==> src/rtl/lock_bank_if.sv <==
// Unlock request/response handshake between the configuration bus front-end
// (master) and lock_bank_ctrl (slave).
interface lock_bank_if #(
  parameter int NUM_LOCKS = 4,
  parameter int KEY_W     = 32
);
  localparam int IDX_W = (NUM_LOCKS > 1) ? $clog2(NUM_LOCKS) : 1;

  logic             req_valid;
  logic             req_ready;
  logic [IDX_W-1:0] req_idx;
  logic [KEY_W-1:0] req_key;
  logic             resp_valid;
  logic             resp_ok;

  modport master (
    output req_valid,
    output req_idx,
    output req_key,
    input  req_ready,
    input  resp_valid,
    input  resp_ok
  );

  modport slave (
    input  req_valid,
    input  req_idx,
    input  req_key,
    output req_ready,
    output resp_valid,
    output resp_ok
  );
endinterface

==> src/rtl/lock_bank_ctrl.sv <==
// Bank of power-on lock bits released by keyed unlock requests; MAX_FAIL consecutive
// bad keys force a lockout until reset. Define LOCK_TIMEOUT_EN for per-channel auto-relock.
module lock_bank_ctrl #(
  parameter int          NUM_LOCKS     = 4,
  parameter int          KEY_W         = 32,
  parameter logic [31:0] UNLOCK_KEY    = 32'hA5C3_0F1E,
  parameter int          MAX_FAIL      = 3,
  parameter int          RELOCK_CYCLES = 1024
) (
  input  logic                             clk,
  input  logic                             resetn,
  lock_bank_if.slave                       bus,
  input  logic [NUM_LOCKS-1:0]             relock,
  output logic [NUM_LOCKS-1:0]             locked,
  output logic                             lockout,
  output logic [$clog2(MAX_FAIL+1)-1:0]    fail_cnt
);

  localparam int IDX_W  = (NUM_LOCKS > 1) ? $clog2(NUM_LOCKS) : 1;
  localparam int FAIL_W = $clog2(MAX_FAIL + 1);

  localparam logic [KEY_W-1:0]  KEY_L   = KEY_W'(UNLOCK_KEY);
  localparam logic [IDX_W:0]    NLOCK_L = (IDX_W + 1)'(NUM_LOCKS);
  localparam logic [FAIL_W-1:0] MAXF_L  = FAIL_W'(MAX_FAIL);

  typedef enum logic [1:0] {
    ST_IDLE    = 2'd0,
    ST_CHECK   = 2'd1,
    ST_RESP    = 2'd2,
    ST_LOCKOUT = 2'd3
  } state_e;

  state_e               state_q, state_d;
  logic [IDX_W-1:0]     idx_q, idx_d;
  logic [KEY_W-1:0]     key_q, key_d;
  logic                 ready_q, ready_d;
  logic                 resp_valid_q, resp_valid_d;
  logic                 resp_ok_q, resp_ok_d;
  logic                 lockout_q, lockout_d;
  logic [FAIL_W-1:0]    fail_q, fail_d;
  logic [FAIL_W-1:0]    fail_inc_s;
  logic [NUM_LOCKS-1:0] locked_q, locked_d;
  logic                 pass_s;
  logic [NUM_LOCKS-1:0] unlock_s;
  logic [NUM_LOCKS-1:0] expire_s;

  // Decode the captured request: pass flag, channel to release, saturated fail count
  always_comb begin
    pass_s   = (state_q == ST_CHECK) && (key_q == KEY_L) && ({1'b0, idx_q} < NLOCK_L);
    unlock_s = {NUM_LOCKS{1'b0}};
    for (int i = 0; i < NUM_LOCKS; i++) begin
      unlock_s[i] = pass_s && (idx_q == IDX_W'(i));
    end
    if (fail_q == MAXF_L) begin
      fail_inc_s = MAXF_L;
    end else begin
      fail_inc_s = fail_q + FAIL_W'(1);
    end
  end

`ifdef LOCK_TIMEOUT_EN
  localparam int               CNT_W = $clog2(RELOCK_CYCLES + 1);
  localparam logic [CNT_W-1:0] EXP_L = CNT_W'(RELOCK_CYCLES - 1);

  logic [CNT_W-1:0] cnt_q [NUM_LOCKS];
  logic [CNT_W-1:0] cnt_d [NUM_LOCKS];

  // Relock timers: held at zero while locked, restarted by a passing unlock
  always_comb begin
    expire_s = {NUM_LOCKS{1'b0}};
    for (int i = 0; i < NUM_LOCKS; i++) begin
      if (locked_q[i] || unlock_s[i]) begin
        cnt_d[i] = {CNT_W{1'b0}};
      end else begin
        cnt_d[i]    = cnt_q[i] + CNT_W'(1);
        expire_s[i] = (cnt_q[i] == EXP_L);
      end
    end
  end

  // Relock timer registers
  always_ff @(posedge clk or negedge resetn) begin
    if (!resetn) begin
      for (int i = 0; i < NUM_LOCKS; i++) begin
        cnt_q[i] <= {CNT_W{1'b0}};
      end
    end else begin
      for (int i = 0; i < NUM_LOCKS; i++) begin
        cnt_q[i] <= cnt_d[i];
      end
    end
  end
`else
  logic unused_relock_cfg_s;
  assign expire_s            = {NUM_LOCKS{1'b0}};
  assign unused_relock_cfg_s = (RELOCK_CYCLES > 0);
`endif

  // Next-state and registered-output logic of the unlock FSM
  always_comb begin
    state_d      = state_q;
    idx_d        = idx_q;
    key_d        = key_q;
    resp_valid_d = 1'b0;
    resp_ok_d    = resp_ok_q;
    lockout_d    = lockout_q;
    fail_d       = fail_q;
    // A same-edge relock beats the unlock; a passing unlock beats its own timer expiry
    locked_d     = ((locked_q | expire_s) & ~unlock_s) | relock;

    case (state_q)
      ST_IDLE: begin
        if (bus.req_valid && ready_q) begin
          idx_d   = bus.req_idx;
          key_d   = bus.req_key;
          state_d = ST_CHECK;
        end else begin
          state_d = ST_IDLE;
        end
      end
      ST_CHECK: begin
        resp_valid_d = 1'b1;
        if (pass_s) begin
          fail_d    = {FAIL_W{1'b0}};
          resp_ok_d = 1'b1;
          state_d   = ST_RESP;
        end else begin
          fail_d    = fail_inc_s;
          resp_ok_d = 1'b0;
          if (fail_inc_s == MAXF_L) begin
            state_d   = ST_LOCKOUT;
            lockout_d = 1'b1;
            locked_d  = {NUM_LOCKS{1'b1}};
          end else begin
            state_d = ST_RESP;
          end
        end
      end
      ST_RESP: begin
        state_d = ST_IDLE;
      end
      ST_LOCKOUT: begin
        lockout_d = 1'b1;
        locked_d  = {NUM_LOCKS{1'b1}};
      end
      default: begin
        state_d = ST_IDLE;
      end
    endcase

    ready_d = (state_d == ST_IDLE);
  end

  // State and output registers; every lock bit powers up set
  always_ff @(posedge clk or negedge resetn) begin
    if (!resetn) begin
      state_q      <= ST_IDLE;
      idx_q        <= {IDX_W{1'b0}};
      key_q        <= {KEY_W{1'b0}};
      ready_q      <= 1'b0;
      resp_valid_q <= 1'b0;
      resp_ok_q    <= 1'b0;
      lockout_q    <= 1'b0;
      fail_q       <= {FAIL_W{1'b0}};
      locked_q     <= {NUM_LOCKS{1'b1}};
    end else begin
      state_q      <= state_d;
      idx_q        <= idx_d;
      key_q        <= key_d;
      ready_q      <= ready_d;
      resp_valid_q <= resp_valid_d;
      resp_ok_q    <= resp_ok_d;
      lockout_q    <= lockout_d;
      fail_q       <= fail_d;
      locked_q     <= locked_d;
    end
  end

  assign bus.req_ready  = ready_q;
  assign bus.resp_valid = resp_valid_q;
  assign bus.resp_ok    = resp_ok_q;
  assign locked         = locked_q;
  assign lockout        = lockout_q;
  assign fail_cnt       = fail_q;

endmodule

==> src/flat_wrapper.sv <==
// flat-port wrapper written by rule: the top's interface ports become plain ports
module lock_bank_ctrl_flat 
#(
  parameter int          NUM_LOCKS     = 4,
  parameter int          KEY_W         = 32,
  parameter logic [31:0] UNLOCK_KEY    = 32'hA5C3_0F1E,
  parameter int          MAX_FAIL      = 3,
  parameter int          RELOCK_CYCLES = 1024
)
  (clk, resetn, relock, locked, lockout, fail_cnt, bus_req_valid, bus_req_idx, bus_req_key, bus_req_ready, bus_resp_valid, bus_resp_ok);
  lock_bank_if #(.NUM_LOCKS(NUM_LOCKS), .KEY_W(KEY_W)) bus_i ();
  input  logic clk;
  input  logic resetn;
  input  logic [NUM_LOCKS-1:0] relock;
  output logic [NUM_LOCKS-1:0] locked;
  output logic lockout;
  output logic [$clog2(MAX_FAIL+1)-1:0] fail_cnt;
  input wire logic [$bits(bus_i.req_valid)-1:0] bus_req_valid;
  input wire logic [$bits(bus_i.req_idx)-1:0] bus_req_idx;
  input wire logic [$bits(bus_i.req_key)-1:0] bus_req_key;
  output wire logic [$bits(bus_i.req_ready)-1:0] bus_req_ready;
  output wire logic [$bits(bus_i.resp_valid)-1:0] bus_resp_valid;
  output wire logic [$bits(bus_i.resp_ok)-1:0] bus_resp_ok;
  assign bus_i.req_valid = bus_req_valid;
  assign bus_i.req_idx = bus_req_idx;
  assign bus_i.req_key = bus_req_key;
  assign bus_req_ready = bus_i.req_ready;
  assign bus_resp_valid = bus_i.resp_valid;
  assign bus_resp_ok = bus_i.resp_ok;
  lock_bank_ctrl #(.NUM_LOCKS(NUM_LOCKS), .KEY_W(KEY_W), .UNLOCK_KEY(UNLOCK_KEY), .MAX_FAIL(MAX_FAIL), .RELOCK_CYCLES(RELOCK_CYCLES)) u_core (.clk(clk), .resetn(resetn), .bus(bus_i), .relock(relock), .locked(locked), .lockout(lockout), .fail_cnt(fail_cnt));
endmodule
==> config.mk <==
export PLATFORM = sky130hd
export DESIGN_NAME = lock_bank_ctrl_flat
export DESIGN_NICKNAME = d
export VERILOG_FILES = /design/src/rtl/lock_bank_if.sv /design/src/rtl/lock_bank_ctrl.sv /design/src/flat_wrapper.sv
export SDC_FILE = /design/constraint.sdc
export NUM_CORES = 1
export LEC_CHECK = 0
export BUFFER_PORTS_ARGS = -buffer_cell sky130_fd_sc_hd__buf_2
export CAP_MARGIN = 20
export CORE_ASPECT_RATIO = 1.1
export CORE_MARGIN = 5
export CORE_UTILIZATION = 25
export CTS_BUF_LIST = sky130_fd_sc_hd__clkbuf_8
export DETAILED_ROUTE_END_ITERATION = 12
export RECOVER_POWER = 25
export SLEW_MARGIN = 20
export SYNTH_ARGS = -nofsm -noshare
export SYNTH_HDL_FRONTEND = slang
export SYNTH_SLANG_ARGS = --single-unit
==> constraint.sdc <==
create_clock -name clk -period 1.7 [get_ports clk]
set_input_delay 0.34 -clock clk [delete_from_list [all_inputs] [get_ports clk]]
set_output_delay 0.34 -clock clk [all_outputs]
set_load 0.005 [all_outputs]
# Word-level counts from Yosys, hierarchy flattened
# Index checks and enable logic that the tools add are counted.
# Widths: inputs -> output; s select.
totals:
  reg_bits: 46
  input_bits: 41
  out_inout_bits: 10
  elab_cells: 50
op_classes:
  add_sub_neg: 1
  n_eq_ne: 11
  mux: 14
  bitwise_logic: 3
  reduce_logical: 12
op_table:
  columns: ["op", "count"]
  rows:
  - ["$eq 32x32->1 const B", 1]
  - ["$eq 2x2->1 const B", 6]
  - ["$mux 4", 2]
  - ["$pmux 4 s2", 1]
  - ["$logic_and 1x1->1", 6]
  - ["$logic_not 2->1", 3]
  - ["$mux 1", 6]
  - ["$mux 2", 3]
  - ["$pmux 2 s3", 1]
  - ["$and 4x4->4", 1]
  - ["$eq 2x1->1 const B", 2]
  - ["$ne 2x2->1 const B", 2]
  - ["$not 4->4", 1]
  - ["$or 4x4->4", 1]
  - ["$reduce_and 3->1", 1]
  - ["$add 2x1->2 const B", 1]
  - ["$pmux 1 s2", 1]
  - ["$reduce_and 2->1", 1]
  - ["$reduce_bool 2->1", 1]

# Logic depth before layout (Yosys ltp)
# Gate-level depths: netlist (run 1).
logic_depth:
  ltp_word: 9
  depth_mapped: 7
  mapped_depth_nobuf: 6

# Least setup slack after synthesis (run 1)
# OpenSTA, ideal clock, no wires.
synth_timing:
  path_kind: "register -> register"
  start: "register u_core.state_q[1]"
  end: "register u_core.idx_q[1]"
  setup_ps: 125
  t_arrival_ps: 1384
  t_required_ps: 1575
  setup_slack_ps: 192
  path_stages_with_launch: 5
  path_buffers: 2
  period_less_slack_ps: 1508
  path_cell_list: "dfrtp_1 -> buf_4 -> nor3_4 -> buf_6 -> mux2_2"
synth_via:
  elab_chain_len: 2
synth_lines:
  columns: ["item", "line_no", "rtl"]
  rows:
  - ["start, declared", "lock_bank_ctrl.sv:33", "state_e state_q, state_d;"]
  - ["start signal, assigned", "lock_bank_ctrl.sv:167", "state_q <= state_d;"]
  - ["$logic_not 2->1", "lock_bank_ctrl.sv:111", "case (state_q)"]
  - ["$reduce_and 2->1 (no source line)", null, null]
  - ["end signal, assigned", "lock_bank_ctrl.sv:158", "idx_q <= {IDX_W{1'b0}};"]
  - ["end signal, assigned", "lock_bank_ctrl.sv:168", "idx_q <= idx_d;"]
  - ["end, declared", "lock_bank_ctrl.sv:34", "logic [IDX_W-1:0] idx_q, idx_d;"]
# No other way between the ends.
# A chain may end at the register's enable or synchronous reset.

# Worst setup path in the final report (run 1)
layout_timing:
  start: "register u_core.key_q[0]"
  end: "register u_core.locked_q[2], in the netlist u_core.locked[2]"
layout_via:
  elab_chain_len: 9
layout_lines:
  columns: ["item", "line_no", "rtl"]
  rows:
  - ["start, declared", "lock_bank_ctrl.sv:35", "logic [KEY_W-1:0] key_q, key_d;"]
  - ["start signal, assigned", "lock_bank_ctrl.sv:159", "key_q <= {KEY_W{1'b0}};"]
  - ["start signal, assigned", "lock_bank_ctrl.sv:169", "key_q <= key_d;"]
  - ["$eq 32x32->1 *", "lock_bank_ctrl.sv:49", "pass_s = (state_q == ST_CHECK) && (key_q == KEY_L) && ({1'b0, idx_q} < NLOCK_L);"]
  - ["$logic_and 1x1->1 *", "lock_bank_ctrl.sv:49", null]
  - ["$logic_and 1x1->1", "lock_bank_ctrl.sv:52", "unlock_s[i] = pass_s && (idx_q == IDX_W'(i));"]
  - ["$not 4->4", "lock_bank_ctrl.sv:109", "locked_d = ((locked_q | expire_s) & ~unlock_s) | relock;"]
  - ["$and 4x4->4", "lock_bank_ctrl.sv:109", null]
  - ["$or 4x4->4", "lock_bank_ctrl.sv:109", null]
  - ["$mux 4", "lock_bank_ctrl.sv:130", "if (fail_inc_s == MAXF_L) begin"]
  - ["$mux 4", "lock_bank_ctrl.sv:123", "if (pass_s) begin"]
  - ["$pmux 4 s2 *", "lock_bank_ctrl.sv:111", null]
  - ["net u_core.locked_d[2]", "lock_bank_ctrl.sv:42", "logic [NUM_LOCKS-1:0] locked_q, locked_d;"]
  - ["end signal, assigned", "lock_bank_ctrl.sv:165", "locked_q <= {NUM_LOCKS{1'b1}};"]
  - ["end signal, assigned", "lock_bank_ctrl.sv:175", "locked_q <= locked_d;"]
  - ["end, declared", "lock_bank_ctrl.sv:42", null]
# The timed path passes the listed nets; every way through them passes the cells marked *.

==> flow_summary.yaml, run 1 <==
routing:
  ant_nets: 0
  wire_per_inst_um: 14.2
  drc: 0
  viasPerCell: 4.52
  via_count: 1251
  drt_iter0_markers: 23
  first_pass_iters: 4
  wl_um: 3940
cts:
  cts.clk_slew.worst_paths_ns: 0.08
  cts.sinks: 46
  hold_buffers: 0
  cts_root_buffer: "clkbuf_8"
  h-tree-depth: 2
  cts_made_buffers: 5
  worst_skew_pair.late_latency_ns: 0.29
  cts_buffer_depth: 2
  postCtsResizedCells: 0
  cts_tree: "done"
  cts_setup_buffers: 0
floorplanning:
  dieArea_um2: 9460
  rows: 33
  io_pins: 51
  fp.dieW_um: 93.2
  die_h_um: 102
  core_um2: 7430
  start_util_pct: 25.6
yosys:
  ys_types: 30
  syn_inst: 135
  synth_area_um2: 1900
  seq_area_frac_synth_pct: 60.7
  syn_area_per_cell_um2: 14.1
  ys_seq_elements: 46
  synthesis.nets: 176
  ys_warn_count: 0
setup_path:
  crit_fanout: 7
  start_kind: "flip-flop"
  crit_slowest_cell: "dfrtp_1"
  worst-setup-path-type: "reg2reg"
  critical-path-top-delay-family: "simple AND/OR/NAND/NOR gates"
  end_kind: "flip-flop"
  cp_cell_sequence: "nor4bb_2 -> nand4_1 -> nor3_4 -> o21ai_0"
  cpPeakStageDelay_ns: 0.39
  worstPathArrival_ns: 1.74
  crit_required_ns: 1.91
  path_buf_inv: 0
timing:
  tightest_slew_ns: 1.09
  fmax_ghz: 0.653
  hold_ws_ns: 0.227
  rsz0062_at_grt: "false"
  fin_tns_setup_ns: 0
  setup_viol: 0
  final-hold-violation-count: 0
  clock_skew_ns: 0.00590
  finalCriticalPeriod_ns: 1.53
  maxSlewHeadroom_pct: 27.4
  finalMaxSlewViolations: 0
  period_share_pct: 90.1
min_path:
  hp-class: "in2async"
cells_and_area:
  multi_input_area_um2: 698
  drive_above_1_share_pct: 53.2
  layout_commonest_cell: "buf_2"
  seqCellArea_um2: 1160
  num-fill-cells: 781
  most-common-layout-cells: "buf_2, dfrtp_1, mux2_2"
  n_antenna_cell: 0
  nNetsFinal: 231
  area.growth.synth_to_final_pct: 25.0
global_route:
  grt_pass1_vias: 1352
  grt.total_usage_pct: 8.98
  grt_first_pass_wirelength_um: 6540
  grt_start_max_net_pins: 37
  gr-total-overflow: 0
  antenna_found_initial: 0
power:
  p_leak_nw: 1.04
  power_density_nw_per_um2: 1500
  vdd_drop_max_mv: 0.688
placed_design:
  gp_congestion: 0.708
  place_hpwl_um: 3010
  io_buffers: 50
run_status:
  status: "finished clean"
run:
  cap_violations: 0
## stage by stage
stage	power, W	setup WS (ns)	cell area [um2]	cells	util [%]
floorplan	0.00250	0.192	1900	135	-
global placement	0.00276	0.121	2270	270	30.5
CTS	0.00364	0.0722	2380	277	32.0
global route	0.00385	0.00306	2380	277	32.0
finish	0.00357	0.169	2380	277	32.0
detailed placement	0.00280	0.0895	2270	270	30.5
## cells in the mapped netlist (all sizes together)
master	count	area, um2
nor4	1	6.26
nor4b	1	8.76
a221oi	3	26.3
o21ai	4	20.0
and4b	3	30.0
nor2b	1	6.26
inv	3	11.3
o31ai	2	15.0
or2	1	6.26
and2	1	6.26
buf	5	46.3
a21oi	4	20.0
nand2	5	18.8
nor2	7	26.3
nand2b	2	12.5
nor3	3	37.5
dfrtp	42	1050
a21o	1	7.51
dfstp	4	105
o211ai	1	7.51
clkbuf	1	3.75
mux2	34	383
nor4bb	3	30.0
nand4	1	6.26
a31oi	1	6.26
nand3	1	5.00
## cell families after synthesis
family | share of synthesized area, %
flip-flops | 60.7
AND/OR/NAND/NOR | 10.5
buffers and inverters | 3.22
AO/OA/AOI/OAI | 5.39
multiplexers | 20.1
## worst reg2reg max path, delay by kind of cell (launching register included)
kind	cells	cell delay (ns)
DFF	1	0.39
AOI/OAI and AO/OA	1	0.14
and+or+nand+nor	3	0.91
## state kept, by name (all words and copies together) (netlist names)
signal and count:
u_core.idx_q 2, u_core.bus.resp_ok 1, u_core.key_q 32, u_core.lockout 1, u_core.fail_cnt 2, u_core.locked 4, u_core.bus.req_ready 1, u_core.bus.resp_valid 1
u_core.state_q 2
## per-layer routing
metal	part of all wire (%)	track usage (%)	up-vias
li1	-	-	593
met1	43	10.8	625
met2	51	15.2	29
met3	5.6	3.05	4
met4	0.84	2.71	0
met5	0	0	-
## area by class of cell
type | instances | share of cell area [%]
well taps | 87 | 4.58
repair buffers | 54 | 12.3
inverters | 3 | 0.473
flip-flops and latches | 46 | 48.6
clock inverters | 1 | 1.26
clock buffers | 6 | 3.47
multi-input cells | 80 | 29.4
## final timing paths
| path | slack, ns | cells after the start | endpoint | startpoint |
|---|---|---|---|---|
| worst max register to register | 0.17 | 4 | u_core.locked[2]$_DFF_PN1_ | u_core.key_q[0]$_DFFE_PN0P_ |
| min in group clk | 0.26 | 2 | u_core.key_q[26]$_DFFE_PN0P_ | bus_req_key[26] |
| worst min-delay path | 0.23 | 1 | u_core.key_q[4]$_DFFE_PN0P_ | resetn |
| worst max-delay path | 0.17 | 4 | u_core.locked[2]$_DFF_PN1_ | u_core.key_q[0]$_DFFE_PN0P_ |
| worst min register to register | 0.49 | 1 | u_core.key_q[25]$_DFFE_PN0P_ | u_core.key_q[25]$_DFFE_PN0P_ |
| max in group asynchronous | 0.38 | 2 | u_core.locked[0]$_DFF_PN1_ | resetn |
## where the power goes
part | total, W | switching, W | internal [W]
Combinational | 0.000911 | 0.000335 | 0.000576
Clock | 0.000812 | 0.000342 | 0.000470
Sequential | 0.00185 | 0.000279 | 0.00157
Total | 0.00357 | 0.000955 | 0.00262
Power figures use the tool's default switching activity.
==> inputs of run 2 (changes only) <==
Settings changed: ABC_AREA from default to 1.
==> run 2 against run 1 <==
- worst setup slack better by 0.13 ns
- largest power group unchanged
- highest routed layer unchanged
- worst hold slack improved by 0.015 ns
- core utilization hardly changed
==> flow_summary.yaml, run 2 <==
run_status:
  status: "finished clean"
global_route:
  grt_first_pass_wirelength_um: 6590
  grtUsageMet3_pct: 2.10
  use_met1_pct: 10.8
  gr-total-overflow: 0
  grtUsageMet2_pct: 13.4
  antenna_found_initial: 0
  grt.total_usage_pct: 8.37
  grt_start_max_net_pins: 48
  top_usage_layer: "met2"
  grt_pass1_vias: 1411
timing:
  maxSlewHeadroom_pct: 75.5
  tightest_slew_ns: 0.367
  fin_tns_setup_ns: 0
  finalCriticalPeriod_ns: 1.40
  finalMaxSlewViolations: 0
  period_share_pct: 82.2
  clock_skew_ns: 0.00943
  fmax_ghz: 0.716
  final-hold-violation-count: 0
  setup_viol: 0
  rsz0062_at_grt: "false"
floorplanning:
  rows: 34
  io_pins: 51
  start_util_pct: 25.5
  dieArea_um2: 9970
  die_h_um: 104
  fp.dieW_um: 95.7
  core_um2: 7910
cts:
  worst_skew_pair.late_latency_ns: 0.29
  cts.sinks: 46
  h-tree-depth: 2
  cts_made_buffers: 5
  cts_tree: "done"
  cts.clk_slew.worst_paths_ns: 0.08
  cts_buffer_depth: 2
  cts_root_buffer: "clkbuf_8"
  cts_setup_buffers: 0
yosys:
  seq_area_frac_synth_pct: 57.3
  ys_top_cells_by_count: "dfrtp_1, nor2_1, nand2_1"
  ys_types: 26
  ys_warn_count: 0
  async_flop_share_pct: 100
  synth_ff_type: "dfrtp_1"
  synth_area_um2: 2020
  synthTopCellsByArea: "dfrtp_1, mux2_2, dfstp_2, nor2_1, mux2_1"
  syn_inst: 180
  ys_seq_elements: 46
  yosysTopAreaCell: "dfrtp_1"
  yosysTopAreaCellShare_pct: 52.1
  synthesis.nets: 221
  syn_area_per_cell_um2: 11.2
  synth_edf_count: 0
  yosysMostFrequentCell: "dfrtp_1"
power:
  sw_frac_of_total_pct: 30.3
  sequentialPowerShare_pct: 48.0
  vdd_drop_max_mv: 0.633
  p_leak_nw: 1.29
  netSwitchingPower_w: 0.00113
  intPower_w: 0.00261
  pwr-share-clk_pct: 21.8
  power_density_nw_per_um2: 1480
  power_w: 0.00374
  comb_power_share_pct: 30.2
setup_path:
  end_kind: "flip-flop"
  start_kind: "flip-flop"
  cp_cell_sequence: "inv_1 -> nand4_2 -> buf_12 -> mux2_2"
  worstPathArrival_ns: 1.57
  regToRegSetupSlack_ns: 0.30
  rr_worst_depth: 4
  r2r-start: "u_core.state_q[1]$_DFF_PN0_"
  critical-path-top-delay-family: "flip-flops"
  worst-setup-path-type: "reg2reg"
  r2r_end: "u_core.key_q[13]$_DFFE_PN0P_"
  cpPeakStageDelay_ns: 0.44
  path_buf_inv: 2
  crit_slowest_cell: "dfrtp_1"
  crit_fanout: 47
  crit_required_ns: 1.88
routing:
  ant_nets: 0
  wl_um: 3900
  via_count: 1378
  viasPerCell: 3.98
  first_pass_iters: 4
  wire_per_inst_um: 11.3
  drt_iter0_markers: 60
  drc: 0
cells_and_area:
  nNetsFinal: 278
  multi_input_area_um2: 732
  drive_above_1_share_pct: 41.2
  regMostFlops: "u_core.key_q"
  layout_commonest_cell: "buf_2"
  seqCellArea_um2: 1160
  n_antenna_cell: 0
  num-fill-cells: 856
  most-common-layout-cells: "buf_2, dfrtp_1, nor2_1"
  utilization_pct: 32.0
  largest_reg_flops: 32
  area.growth.synth_to_final_pct: 25.4
placed_design:
  gp_congestion: 0.712
  io_buffers: 50
  place_hpwl_um: 3090
min_path:
  min_to: "u_core.locked[2]$_DFF_PN1_"
  min_path_cells: 3
  worstHoldStart: "relock[2]"
  hp-class: "in2reg"
run:
  cap_violations: 0
-- run 2: changes by cell type after synthesis, sizes merged, moves of 5 or more --
cell,before,now
nor2,7,27
a21oi,4,13
nand4,1,6
nand2,5,24
inv,3,22
nand3,1,8
mux2,34,22
-- run 2: worst max path at each step --
stage / start / to / slack [ns] / depth (start not counted)
floorplan: u_core.state_q[0]$_DFF_PN0_ / u_core.key_q[25]$_DFFE_PN0P_ / 0.41 / 5
global placement: u_core.state_q[1]$_DFF_PN0_ / u_core.key_q[23]$_DFFE_PN0P_ / 0.37 / 4
detailed placement: u_core.state_q[1]$_DFF_PN0_ / u_core.key_q[24]$_DFFE_PN0P_ / 0.33 / 4
CTS: u_core.state_q[1]$_DFF_PN0_ / u_core.key_q[13]$_DFFE_PN0P_ / 0.33 / 4
global route: u_core.state_q[1]$_DFF_PN0_ / u_core.key_q[17]$_DFFE_PN0P_ / 0.23 / 4
finish: u_core.state_q[1]$_DFF_PN0_ / u_core.key_q[13]$_DFFE_PN0P_ / 0.30 / 4
-- run 2: final cells by class --
type / count / share of cell area [%]
Timing Repair Buffer: 56 / 12.2
Multi-Input combinational cell: 106 / 28.9
Clock buffer: 6 / 3.26
Tap cell: 108 / 5.34
Sequential cell: 46 / 45.7
Clock inverter: 2 / 1.34
Inverter: 22 / 3.26
-- run 2: cell families after synthesis --
kind of cell / after synthesis / synth area share (%)
AOI/OAI and AO/OA: 17 / 6.08
buffers and inverters: 28 / 6.45
DFF: 46 / 57.3
muxes: 22 / 13.0
and+or+nand+nor: 67 / 17.2
-- run 2: power by group through the flow --
stage,logic [W],registers [W],clock network [W]
2_1_floorplan,0.000927,0.00177,0
3_3_place_gp,0.00112,0.00181,0
3_5_place_dp,0.00116,0.00183,0
4_1_cts,0.00116,0.00180,0.000855
5_1_grt,0.00128,0.00186,0.000891
6_report,0.00113,0.00180,0.000815
-- run 2: routing by layer --
metal  vias to the layer above  routed length [um]  share of wire (%)
met3                         5                 163                4.2
met2                        31                1860                 48
li1                        698                   -                  -
met5                         -                   0                  0
met4                         0                  68                1.7
met1                       644                1810                 46
-- run 2: worst reg2reg max path, stage by stage (launching register included) --
cell	delay [ns]
dfrtp_1	0.44
inv_1	0.11
nand4_2	0.10
buf_12	0.26
mux2_2	0.38
-- run 2: through the flow --
stage / instance area [um2] / worst slack [ns] / cells / hold WS (ns)
floorplan: 2020 / 0.405 / 180 / 0.0444
global placement: 2410 / 0.368 / 337 / 0.276
detailed placement: 2410 / 0.330 / 337 / 0.280
CTS: 2530 / 0.326 / 346 / 0.225
global route: 2530 / 0.226 / 346 / 0.241
finish: 2530 / 0.303 / 346 / 0.242
-- run 2: what timing repair did --
item	4_1_cts	5_1_grt
endpoints found under the hold margin	11	0
hold buffers	1	0
resized for setup	0	0
